[src/rtl/handshake_tx.sv]
// 4-phase request/acknowledge transmitter: accepts one word while idle, holds it on data_out
// and runs one req/ack handshake against an asynchronous receiver, with a per-phase timeout.
module handshake_tx #(
    parameter int WIDTH   = 8,
    parameter int TIMEOUT = 1000
) (
    input  logic             clk,
    input  logic             rst,
    input  logic             in_valid,
    input  logic [WIDTH-1:0] in_data,
    output logic             in_ready,
    output logic             req_out,
    output logic [WIDTH-1:0] data_out,
    input  logic             ack_in,
    input  logic             err_clr,
    output logic             busy,
    output logic             timeout_err
);
    localparam int               CNT_W    = $clog2(TIMEOUT + 1);
    localparam logic [CNT_W-1:0] CNT_LAST = CNT_W'(TIMEOUT - 1);

    typedef enum logic [1:0] {IDLE, WAIT_HI, WAIT_LO, ERR} state_t;

    state_t             state_q, state_d;
    logic               req_q, req_d;
    logic [WIDTH-1:0]   data_q, data_d;
    logic               err_q, err_d;
    logic [CNT_W-1:0]   cnt_q, cnt_d;
    logic               ack_s1_q, ack_s2_q;
    logic               timed_out;

    // ack_in is asynchronous to clk; only the second stage is ever looked at.
    // NOTE: sequential state uses non-blocking (<=) so every flop samples pre-edge values.
    always_ff @(posedge clk or negedge rst) begin
        if (!rst) begin
            ack_s1_q <= 1'b0;
            ack_s2_q <= 1'b0;
        end else begin
            ack_s1_q <= ack_in;
            ack_s2_q <= ack_s1_q;
        end
    end

    always_ff @(posedge clk or negedge rst) begin
        if (!rst) begin
            state_q <= IDLE;
            req_q   <= 1'b0;
            data_q  <= '0;
            err_q   <= 1'b0;
            cnt_q   <= '0;
        end else begin
            state_q <= state_d;
            req_q   <= req_d;
            data_q  <= data_d;
            err_q   <= err_d;
            cnt_q   <= cnt_d;
        end
    end

    assign timed_out = (cnt_q == CNT_LAST);

    // NOTE: every signal gets its hold value first, so no path through the case infers a latch.
    always_comb begin
        state_d = state_q;
        req_d   = req_q;
        data_d  = data_q;
        err_d   = err_q;
        cnt_d   = cnt_q;

        case (state_q)
            IDLE: begin
                if (in_valid && in_ready) begin
                    data_d  = in_data;
                    req_d   = 1'b1;
                    state_d = WAIT_HI;
                end
            end
            WAIT_HI: begin
                // A real ack beats a timeout that lands on the same edge.
                if (ack_s2_q) begin
                    req_d   = 1'b0;
                    state_d = WAIT_LO;
                end else if (timed_out) begin
                    req_d   = 1'b0;
                    err_d   = 1'b1;
                    state_d = ERR;
                end
            end
            WAIT_LO: begin
                if (!ack_s2_q) begin
                    state_d = IDLE;
                end else if (timed_out) begin
                    req_d   = 1'b0;
                    err_d   = 1'b1;
                    state_d = ERR;
                end
            end
            ERR: begin
                // Leave only once the receiver has released ack, so the next word starts clean.
                if (err_clr && !ack_s2_q) begin
                    err_d   = 1'b0;
                    state_d = IDLE;
                end
            end
            default: state_d = IDLE;
        endcase

        if (state_d != state_q) begin
            cnt_d = '0;
        end else if (state_q == WAIT_HI || state_q == WAIT_LO) begin
            cnt_d = cnt_q + CNT_W'(1);
        end
    end

    assign in_ready    = (state_q == IDLE) && !ack_s2_q;
    assign req_out     = req_q;
    assign data_out    = data_q;
    assign busy        = (state_q != IDLE);
    assign timeout_err = err_q;

endmodule

[config.mk]
export PLATFORM = sky130hd
export DESIGN_NAME = handshake_tx
export DESIGN_NICKNAME = d
export VERILOG_FILES = /design/src/rtl/handshake_tx.sv
export SDC_FILE = /design/constraint.sdc
export NUM_CORES = 1
export LEC_CHECK = 0
export ABC_CLOCK_PERIOD_IN_PS = 5400
export CAP_MARGIN = 20
export CORE_UTILIZATION = 55
export DETAILED_ROUTE_END_ITERATION = 10
export PLACE_DENSITY = 0.83
export SYNTH_ARGS = -nofsm -noshare
export SYNTH_HDL_FRONTEND = slang
export SYNTH_SLANG_ARGS = --single-unit
[constraint.sdc]
create_clock -name clk -period 5.4 [get_ports clk]
set_input_delay 1.62 -clock clk [delete_from_list [all_inputs] [get_ports clk]]
set_output_delay 1.62 -clock clk [all_outputs]
set_load 0.005 [all_outputs]
==> results of run 1 <==
==> sequential cells by signal, summed over array words and instances (netlist names) <==
name,cells
cnt_q,10
data_out,8
state_q,2
ack_s1_q,1
ack_s2_q,1
req_out,1
timeout_err,1
==> layout by cell type (no fill, tap or decap), types with 2 or more instances in the layout <==
cell type and count:
nand2_1 31, dfrtp_1 24, clkdlybuf4s50_1 24, nor4_1 10
a21oi_1 6, xnor2_1 6, ha_1 6, inv_1 5
nor2_1 5, o21ai_0 4, nand4_1 3, xor2_1 3
clkbuf_4 3, and2b_1 2, nand2b_1 2, nand3_1 2
nor3_1 2
==> metal layers <==
layer  vias up  wire, um  track usage, %  share of wire (%)
li1        539         -               -                  -
met1       527      1330            31.6                 47
met2        19      1360            36.8                 48
met3         5        80            3.48                2.8
met4         0        57            14.5                2.0
met5         -         0               0                  0
==> cell type report <==
cell class                 instances  area (um2)
clock inverter                     1        30.0
fill                             170         596
clock buffer                       3        22.5
tap                               28        35.0
timing repair buffer              25         255
inverter                           5        18.8
sequential                        24         601
multi-input combinational        105         739
==> worst max-delay path by stage <==
stage	start	slack (ns)	to	cells after the start
final	state_q[0]	1.82	in_ready	5
after detailed placement	in_valid	1.94	cnt_q[9]	5
after global placement	in_valid	2.03	cnt_q[0]	5
after floorplan	state_q[0]	2.77	in_ready	4
after global routing	state_q[0]	1.72	in_ready	5
after CTS	state_q[0]	1.82	in_ready	5
==> metrics by stage <==
step	worst slack, ns	util [%]
finish	1.82	74.1
global route	1.72	74.1
CTS	1.82	73.4
detailed placement	1.94	71.1
global placement	2.03	71.1
floorplan	2.77	-
==> where the power goes <==
part	leakage [uW]	internal (uW)	total (uW)	switching [uW]
Clock	0.0000279	75.1	129	53.9
Combinational	0.000381	145	300	154
Sequential	0.000312	225	263	38.0
==> kinds of logic after synthesis <==
logic type	after synthesis	synth area share [%]
flip-flops	24	43.3
XOR/XNOR	9	5.68
AO/OA/AOI/OAI	20	13.5
AND/OR/NAND/NOR	68	26.3
adder cells (fa/ha/maj)	6	5.41
buffers and inverters	9	3.43
multiplexers	2	2.34
==> critical path, cell delays in order (launching register included) <==
cell and delay, ns:
dfrtp_1 0.48, inv_1 0.23, ha_1 0.25, inv_1 0.08, nor2_1 0.10, clkdlybuf4s50_1 0.51
==> metrics.md, run 1 <==
| Metric | Value |
|---|---|
| WHS | 0.367 ns |
| Routability congestion estimate | between 0.8 and 0.9 |
| Worst skew pair latency | 0.32 ns |
| Area Overhead vs Synth | 22.6% |
| Cell with the most instances after synthesis | nand2_1 |
| Nets | roughly 180 |
| Die H | 52.2 um |
| Non-Filler Instances | 191 |
| Min Clock Period, post-route | 3.58 ns |
| Run status | completed |
| Root Buffer | clkbuf_4 |
| Max-cap violations | 0 |
| Crit Reg-Reg Endpoint | cnt_q[2] |
| TritonRoute pass-1 iters | 4 |
| Syn_area_per_cell | between 10 and 15 um2 |
| Synth top area share | 43.3% |
| RSZ-0062 raised after global routing | false |
| Reg2Reg Depth | 6 |
| Critical Path End Type | output pin |
| Vias | 1090 |
| Top_reg_cell synth | dfrtp_1 |
| Routed WL per cell | 14.8 um |
| Asr flop ratio synth | 100% |
| Worst Hold End | ack_s2_q |
| Yosys reg bits | 24 |
| Post-synth EDFFs | 0 |
| Clk_skew | 0.00126 ns |
| Pwr Total | 692 uW |
| CTS Buf Count | 3 |
| Cells after Synth | 138 |
| CTS tree | done |
| DR iter-0 viols | 24 |
| Post-DRT Antenna Nets | 0 |
| Die Area | 2730 um2 |
| Layout cells sized above 1 | 9.82% |
| Fin. Hold Viols | 0 |
| Vias in the first global route | between 1000 and 1500 |
| Pwr dens | 406 nW/um2 |
| Vias per cell | 5.71 |
| Worst R2R Setup Slack | between 3 and 4 ns |
| Die Span X | 52.2 um |
| Peak supply drop | ~0.00033 V |
| Synth Cell Area | 1390 um2 |
| Ant. Diodes | 0 |
| Design area | 1700 um2 |
| Hpwl dp | about 2100 um |
| Startpoint types | register |
| H-tree depth | 1 |
| Final Cycle Share | 66.4% |
| Final wirelength | 2830 um |
| Initial Util | 60.4% |
| CP max FO | 6 |
| Gr usage total | 23.8% |
| Worst Setup Path Type | register to output pin |
| First-pass GRT wire length | 4620 um |
| Synth unique cells | 41 |
| Residual DRC | 0 |
| Critical Path RT | 3.78 ns |
| Hold Path Stages | 0 |
| Worst-Margin Slew | 0.621 ns |
| Clk buf depth | 2 |
| Top post-synthesis cells by area | dfrtp_1, nand2_1, ha_1 |
| Hold Path Class | register to register |
| # clock sinks | 24 |
| Synthesized Nets | roughly 160 |
| Setup Buffers After CTS | 0 |
| Slew Limit Headroom | 58.5% |
| YS warnings | 0 |
| # IOs | 25 |
| FF-to-FF Start | state_q[0] |
| Fmax | about 280 MHz |
| Min-delay src | ack_s1_q |
| LEAKAGE | 0.000722 uW |
| Setup-failing EPs final | 0 |
| Core Region | 2300 um2 |
| DP Area | 1630 um2 |
| Synth cell count leaders | nand2_1, dfrtp_1, nor4_1 |
| Total gr overflow | 0 |
| # hold bufs at CTS | 0 |
| Synth area leader | dfrtp_1 |
| Fin Setup TNS | 0 ns |
| Seq/Total Area, Yosys | about 43% |
| Antenna violations before repair | 0 |
| WP data arrival | 1.96 ns |
| PostCTS Resize Cnt | 0 |
| Largest net degree at the start of global routing | 25 |
| IO buf count | 24 |
| FP Rows | 17 |
| DP Cell Count | 186 |
| Pins Over Slew Limit | 0 |
| CTS clk-pin slew, worst paths | 0.13 ns |
Power figures use the tool's default switching activity.
==> run 2: changes to the inputs <==
==> config.mk (replaced) <==
export PLATFORM = sky130hd
export DESIGN_NAME = handshake_tx
export DESIGN_NICKNAME = d
export VERILOG_FILES = /design/src/rtl/handshake_tx.sv
export SDC_FILE = /design/constraint.sdc
export NUM_CORES = 1
export LEC_CHECK = 0
export ABC_CLOCK_PERIOD_IN_PS = 3200
export CAP_MARGIN = 20
export CORE_UTILIZATION = 46
export DETAILED_ROUTE_END_ITERATION = 10
export PLACE_DENSITY = 0.74
export SYNTH_ARGS = -nofsm -noshare
export SYNTH_HDL_FRONTEND = slang
export SYNTH_SLANG_ARGS = --single-unit
==> constraint.sdc (replaced) <==
create_clock -name clk -period 3.2 [get_ports clk]
set_input_delay 0.96 -clock clk [delete_from_list [all_inputs] [get_ports clk]]
set_output_delay 0.96 -clock clk [all_outputs]
set_load 0.005 [all_outputs]
==> run 2 against run 1 <==
  * The run now ends with design-rule violations left
  * Critical path depth unchanged
  * Final cell count up 2.1%
  * Worst setup slack worse by 1.6 ns
  * Power up 68%
  * Critical endpoint unchanged
==> metrics.md, run 2 (synthesis results as in run 1) <==
| Metric | Value |
|---|---|
| Max-cap violations | 0 |
| DR iter-0 viols | 31 |
| Fill cells | around 240 |
| Setup Buffers After CTS | 0 |
| CTS tree | done |
| FP Rows | 19 |
| WP data arrival | 1.98 ns |
| LEAKAGE | between 0.0007 and 0.0008 uW |
| IO buf count | 24 |
| Post-DRT Antenna Nets | 0 |
| Core Region | 2810 um2 |
| Min-delay src | ack_s1_q |
| H-tree depth | 1 |
| Setup-failing EPs final | 0 |
| Total gr overflow | 0 |
| Fmax | 341 MHz |
| Vias in the first global route | between 1000 and 1500 |
| Area Overhead vs Synth | 22.9% |
| # clock sinks | 24 |
| Peak supply drop | around 0.00043 V |
| Vias | 1093 |
| Non-Filler Instances | 195 |
| Reg2Reg Depth | 6 |
| Gr usage total | 18.4% |
| CTS clk-pin slew, worst paths | 0.13 ns |
| WHS | roughly 0.37 ns |
| Residual DRC | 6 |
| # IOs | 25 |
| Worst Setup Path Type | register to output pin |
| Largest register FFs | 10 |
| Die H | between 50 and 60 um |
| Antenna violations before repair | 0 |
| Worst Hold End | ack_s2_q |
| RSZ-0062 raised after global routing | false |
| Critical Path End Type | output pin |
| Post-route setup slack | 0.264 ns |
| Hpwl dp | 2070 um |
| Crit Reg-Reg Endpoint | cnt_q[9] |
| Slew Limit Headroom | 59.0% |
| TritonRoute pass-1 iters | 7 |
| Clk buf depth | 2 |
| CTS Buf Count | 3 |
| Initial Util | 49.5% |
| Ant. Diodes | 0 |
| DP Cell Count | 191 |
| Die Span X | 56.9 um |
| Nets | 184 |
| Run status | complete, but fails checks |
| Hold Path Stages | 0 |
| Startpoint types | register |
| Pins Over Slew Limit | 0 |
| Largest net degree at the start of global routing | 25 |
| PostCTS Resize Cnt | 0 |
| # hold bufs at CTS | 0 |
| DP Worst Slack | roughly 0.64 ns |
| Worst R2R Setup Slack | 1.00 ns |
| Final Cycle Share | a little over 90% |
| Largest register by flop count | cnt_q |
| Most common cell after layout, fill and taps aside | nand2_1 |
| Layout cells sized above 1 | 10.4% |
| Hold Path Class | register to register |
| Clk_skew | 0.00230 ns |
| Worst skew pair latency | 0.31 ns |
| Vias per cell | 5.61 |
| Commonest non-fill, non-tap cells in the layout | nand2_1, dfrtp_1, clkdlybuf4s50_1 |
| Final wirelength | roughly 2800 um |
| Die Area | approximately 3200 um2 |
| Root Buffer | clkbuf_4 |
| CP max FO | 6 |
| FF-to-FF Start | state_q[0] |
| Routability congestion estimate | 0.864 |
| Pwr dens | about 700 nW/um2 |
| Worst-Margin Slew | 0.613 ns |
| Critical Path RT | 2.24 ns |
| Routed WL per cell | 14.1 um |
| Fin. Hold Viols | 0 |
| Min Clock Period, post-route | 2.94 ns |
| Fin Setup TNS | 0 ns |
| First-pass GRT wire length | 4640 um |
| Failing checks | design-rule violations |
==> run 2: worst max-delay path by stage <==
stage                    start        to  slack [ns]  depth (start not counted)
finish              state_q[0]  in_ready        0.26                          5
global route        state_q[0]  in_ready        0.14                          5
CTS                 state_q[0]  in_ready        0.28                          5
global placement    state_q[0]  in_ready        0.67                          5
detailed placement  state_q[0]  in_ready        0.64                          5
floorplan           state_q[0]  in_ready        1.23                          4
==> run 2: metrics by stage <==
step,instance area (um2),total power (uW),utilization (%)
6_report,1710,1160,60.8
5_1_grt,1710,1250,60.8
4_1_cts,1710,1170,60.8
3_5_place_dp,1650,953,58.9
3_3_place_gp,1650,931,58.9
2_1_floorplan,1390,746,-
==> run 2: worst max-delay path: stages, from the launching register on <==
cell and delay, ns:
dfrtp_1 0.50, inv_1 0.25, ha_1 0.25, inv_1 0.07, nor2_1 0.08, clkdlybuf4s50_1 0.51
==> run 2: metal layers <==
| metal | vias up | track usage, % | wire length [um] |
|---|---|---|---|
| li1 | 545 | - | - |
| met3 | 6 | 3.00 | 121 |
| met1 | 519 | 22.3 | 1220 |
| met4 | 0 | 8.01 | 38 |
| met2 | 23 | 32.1 | 1370 |
| met5 | - | 0 | 0 |
==> run 2: area by class of cell <==
cell class              count  area [um2]  share of cell area [%]
multi-input cells         105         739                    43.4
inverters                   5        18.8                    1.10
repair buffers             26         255                    15.0
flip-flops and latches     24         601                    35.2
clock inverters             1        30.0                    1.76
clock buffers               3        22.5                    1.32
well taps                  31        38.8                    2.27
==> run 2: where the power goes <==
part | switching (uW) | internal [uW]
Combinational | 256 | 247
Clock | 90.8 | 126
Sequential | 62.9 | 379
==> run 3: changes to the inputs <==
--- a/config.mk
+++ b/config.mk
@@ -7,9 +7,11 @@
 export LEC_CHECK = 0
 export ABC_CLOCK_PERIOD_IN_PS = 3200
 export CAP_MARGIN = 20
+export CORE_MARGIN = 5
 export CORE_UTILIZATION = 46
 export DETAILED_ROUTE_END_ITERATION = 10
 export PLACE_DENSITY = 0.74
+export SLEW_MARGIN = 0
 export SYNTH_ARGS = -nofsm -noshare
 export SYNTH_HDL_FRONTEND = slang
 export SYNTH_SLANG_ARGS = --single-unit
==> run 3 against run 2 <==
  * The run now ends clean
  * Critical endpoint unchanged
  * Via count is 0.82% lower
  * Wire length rose by 4.6%
  * Die area up 30%
  * Sequential power hardly changed
  * Final cell count grew 1.0%
  * Power fell by 5.1%
  * Maximum frequency increased by 1.7%
  * Worst setup slack gained 0.048 ns
  * Highest routed layer unchanged
  * Largest cell class unchanged
  * Clock-buffer cell count increased by 1
==> metrics.md, run 3 (synthesis results as in run 1) <==
| Metric | Value |
|---|---|
| Post-DRT Antenna Nets | 0 |
| Most common cell after layout, fill and taps aside | nand2_1 |
| Die Span X | 64.9 um |
| WP data arrival | 1.93 ns |
| Crit-path slowest cell | clkdlybuf4s50_1 |
| Total gr overflow | 0 |
| Largest register FFs | 10 |
| Initial Util | between 40% and 50% |
| Commonest non-fill, non-tap cells in the layout | nand2_1, dfrtp_1, clkdlybuf4s50_1 |
| TritonRoute pass-1 iters | 4 |
| H-tree depth | 1 |
| Crit path top cell by count | inv_1 |
| CTS Buf Count | 3 |
| Slew Limit Headroom | 59.2% |
| Min Clock Period, post-route | 2.89 ns |
| Fmax | 346 MHz |
| Worst-path cell chain | inv_1 > ha_1 > inv_1 > nor2_1 > clkdlybuf4s50_1 |
| Fin Setup TNS | 0 ns |
| IO buf count | 24 |
| FF-to-FF Start | state_q[0] |
| Residual DRC | 0 |
| Root Buffer | clkbuf_4 |
| Routability congestion estimate | 0.837 |
| Vias per cell | approximately 5.5 |
| # clock sinks | 24 |
| Largest net degree at the start of global routing | 25 |
| Pwr dens | 652 nW/um2 |
| Critical Path RT | 2.24 ns |
| DP Area | ~1700 um2 |
| Die Area | between 4000 and 5000 um2 |
| Critical Path End Type | output pin |
| Gr usage total | 15.4% |
| Hpwl dp | 2210 um |
| Max-cap violations | 0 |
| PostCTS Resize Cnt | 0 |
| Peak supply drop | ~0.0003 V |
| Clk buf depth | 2 |
| Routed WL per cell | 14.6 um |
| Pins Over Slew Limit | 0 |
| FP Rows | 20 |
| First-pass GRT wire length | 5220 um |
| # IOs | 25 |
| LEAKAGE | 0.000717 uW |
| RSZ-0062 raised after global routing | false |
| DR iter-0 viols | 49 |
| Vias in the first global route | 1121 |
| Design area | 1690 um2 |
| Vias | 1084 |
| CTS tree | done |
| Layout Utilization | 56.8% |
| Min-delay src | ack_s1_q |
| Clk_skew | just under 0.004 ns |
| Final wirelength | between 2000 and 3000 um |
| CTS clk-pin slew, worst paths | 0.13 ns |
| Fin. Hold Viols | 0 |
| Area Overhead vs Synth | 21.9% |
| Setup-failing EPs final | 0 |
| Run status | completed |
| Slowest cell delay on critical path | ~0.51 ns |
| # hold bufs at CTS | 0 |
| Hold Path Class | register to register |
| CP max FO | 6 |
| Antenna violations before repair | 0 |
| Largest register by flop count | cnt_q |
| Pwr Total | 1100 uW |
| Nets | 184 |
| Setup Buffers After CTS | 0 |
| Die H | 64.9 um |
| Worst skew pair latency | 0.30 ns |
| Ant. Diodes | 0 |
| Worst-Margin Slew | 0.609 ns |
| Final Cycle Share | between 90 and 100% |
| Startpoint types | register |
| Worst Setup Path Type | register to output pin |
| Crit. Startpoint | state_q[0] |
| Core Region | about 3000 um2 |
| Layout cells sized above 1 | 10.4% |
## run 3: changes by cell type in the layout (fill, tap and decap cells not counted)
cell,change
clkbuf_8,+1
bufinv_16,-1
## run 3: through the flow
step | setup slack [ns] | instances | hold WS [ns]
final | 0.312 | 197 | 0.371
after global routing | 0.154 | 197 | 0.393
after CTS | 0.300 | 197 | 0.376
after detailed placement | 0.605 | 193 | 0.347
after global placement | 0.671 | 193 | 0.337
after floorplan | 1.23 | 138 | 0.331
## run 3: area by class of cell
cell class	instances	area (um2)
Clock buffer	4	36.3
Sequential cell	24	601
Inverter	5	18.8
Multi-Input combinational cell	105	739
Timing Repair Buffer	26	255
Fill cell	272	1290
Tap cell	33	41.3
## run 3: metal layers
layer  part of all wire [%]  vias up  track usage, %
met2                     51       12            26.7
met3                    2.9        2            2.95
li1                       -      541               -
met4                   0.52        0            3.17
met1                     45      529            20.0
met5                      0        -               0
## run 3: final timing paths
path                                to  slack (ns)  cells past startpoint
min in group asynchronous  timeout_err        0.99                      2
setup / recovery              in_ready        0.31                      5
hold / removal                ack_s2_q        0.37                      0
setup reg to reg              cnt_q[2]        1.01                      6
max in group asynchronous     cnt_q[7]        1.97                      2
hold reg to reg               ack_s2_q        0.37                      0
## run 3: where the power goes
group	internal (uW)	switching [uW]	total, uW
Sequential	380	63.9	443
Combinational	247	259	506
Clock	69.3	84.6	154
Total	696	407	1100
## run 3: worst max-delay path: cells and delay by family, from the launching register on
family	cells	cell delay [ns]
adders and majority gates	1	0.25
and+or+nand+nor	1	0.08
DFF	1	0.49
buffers and inverters	3	0.81
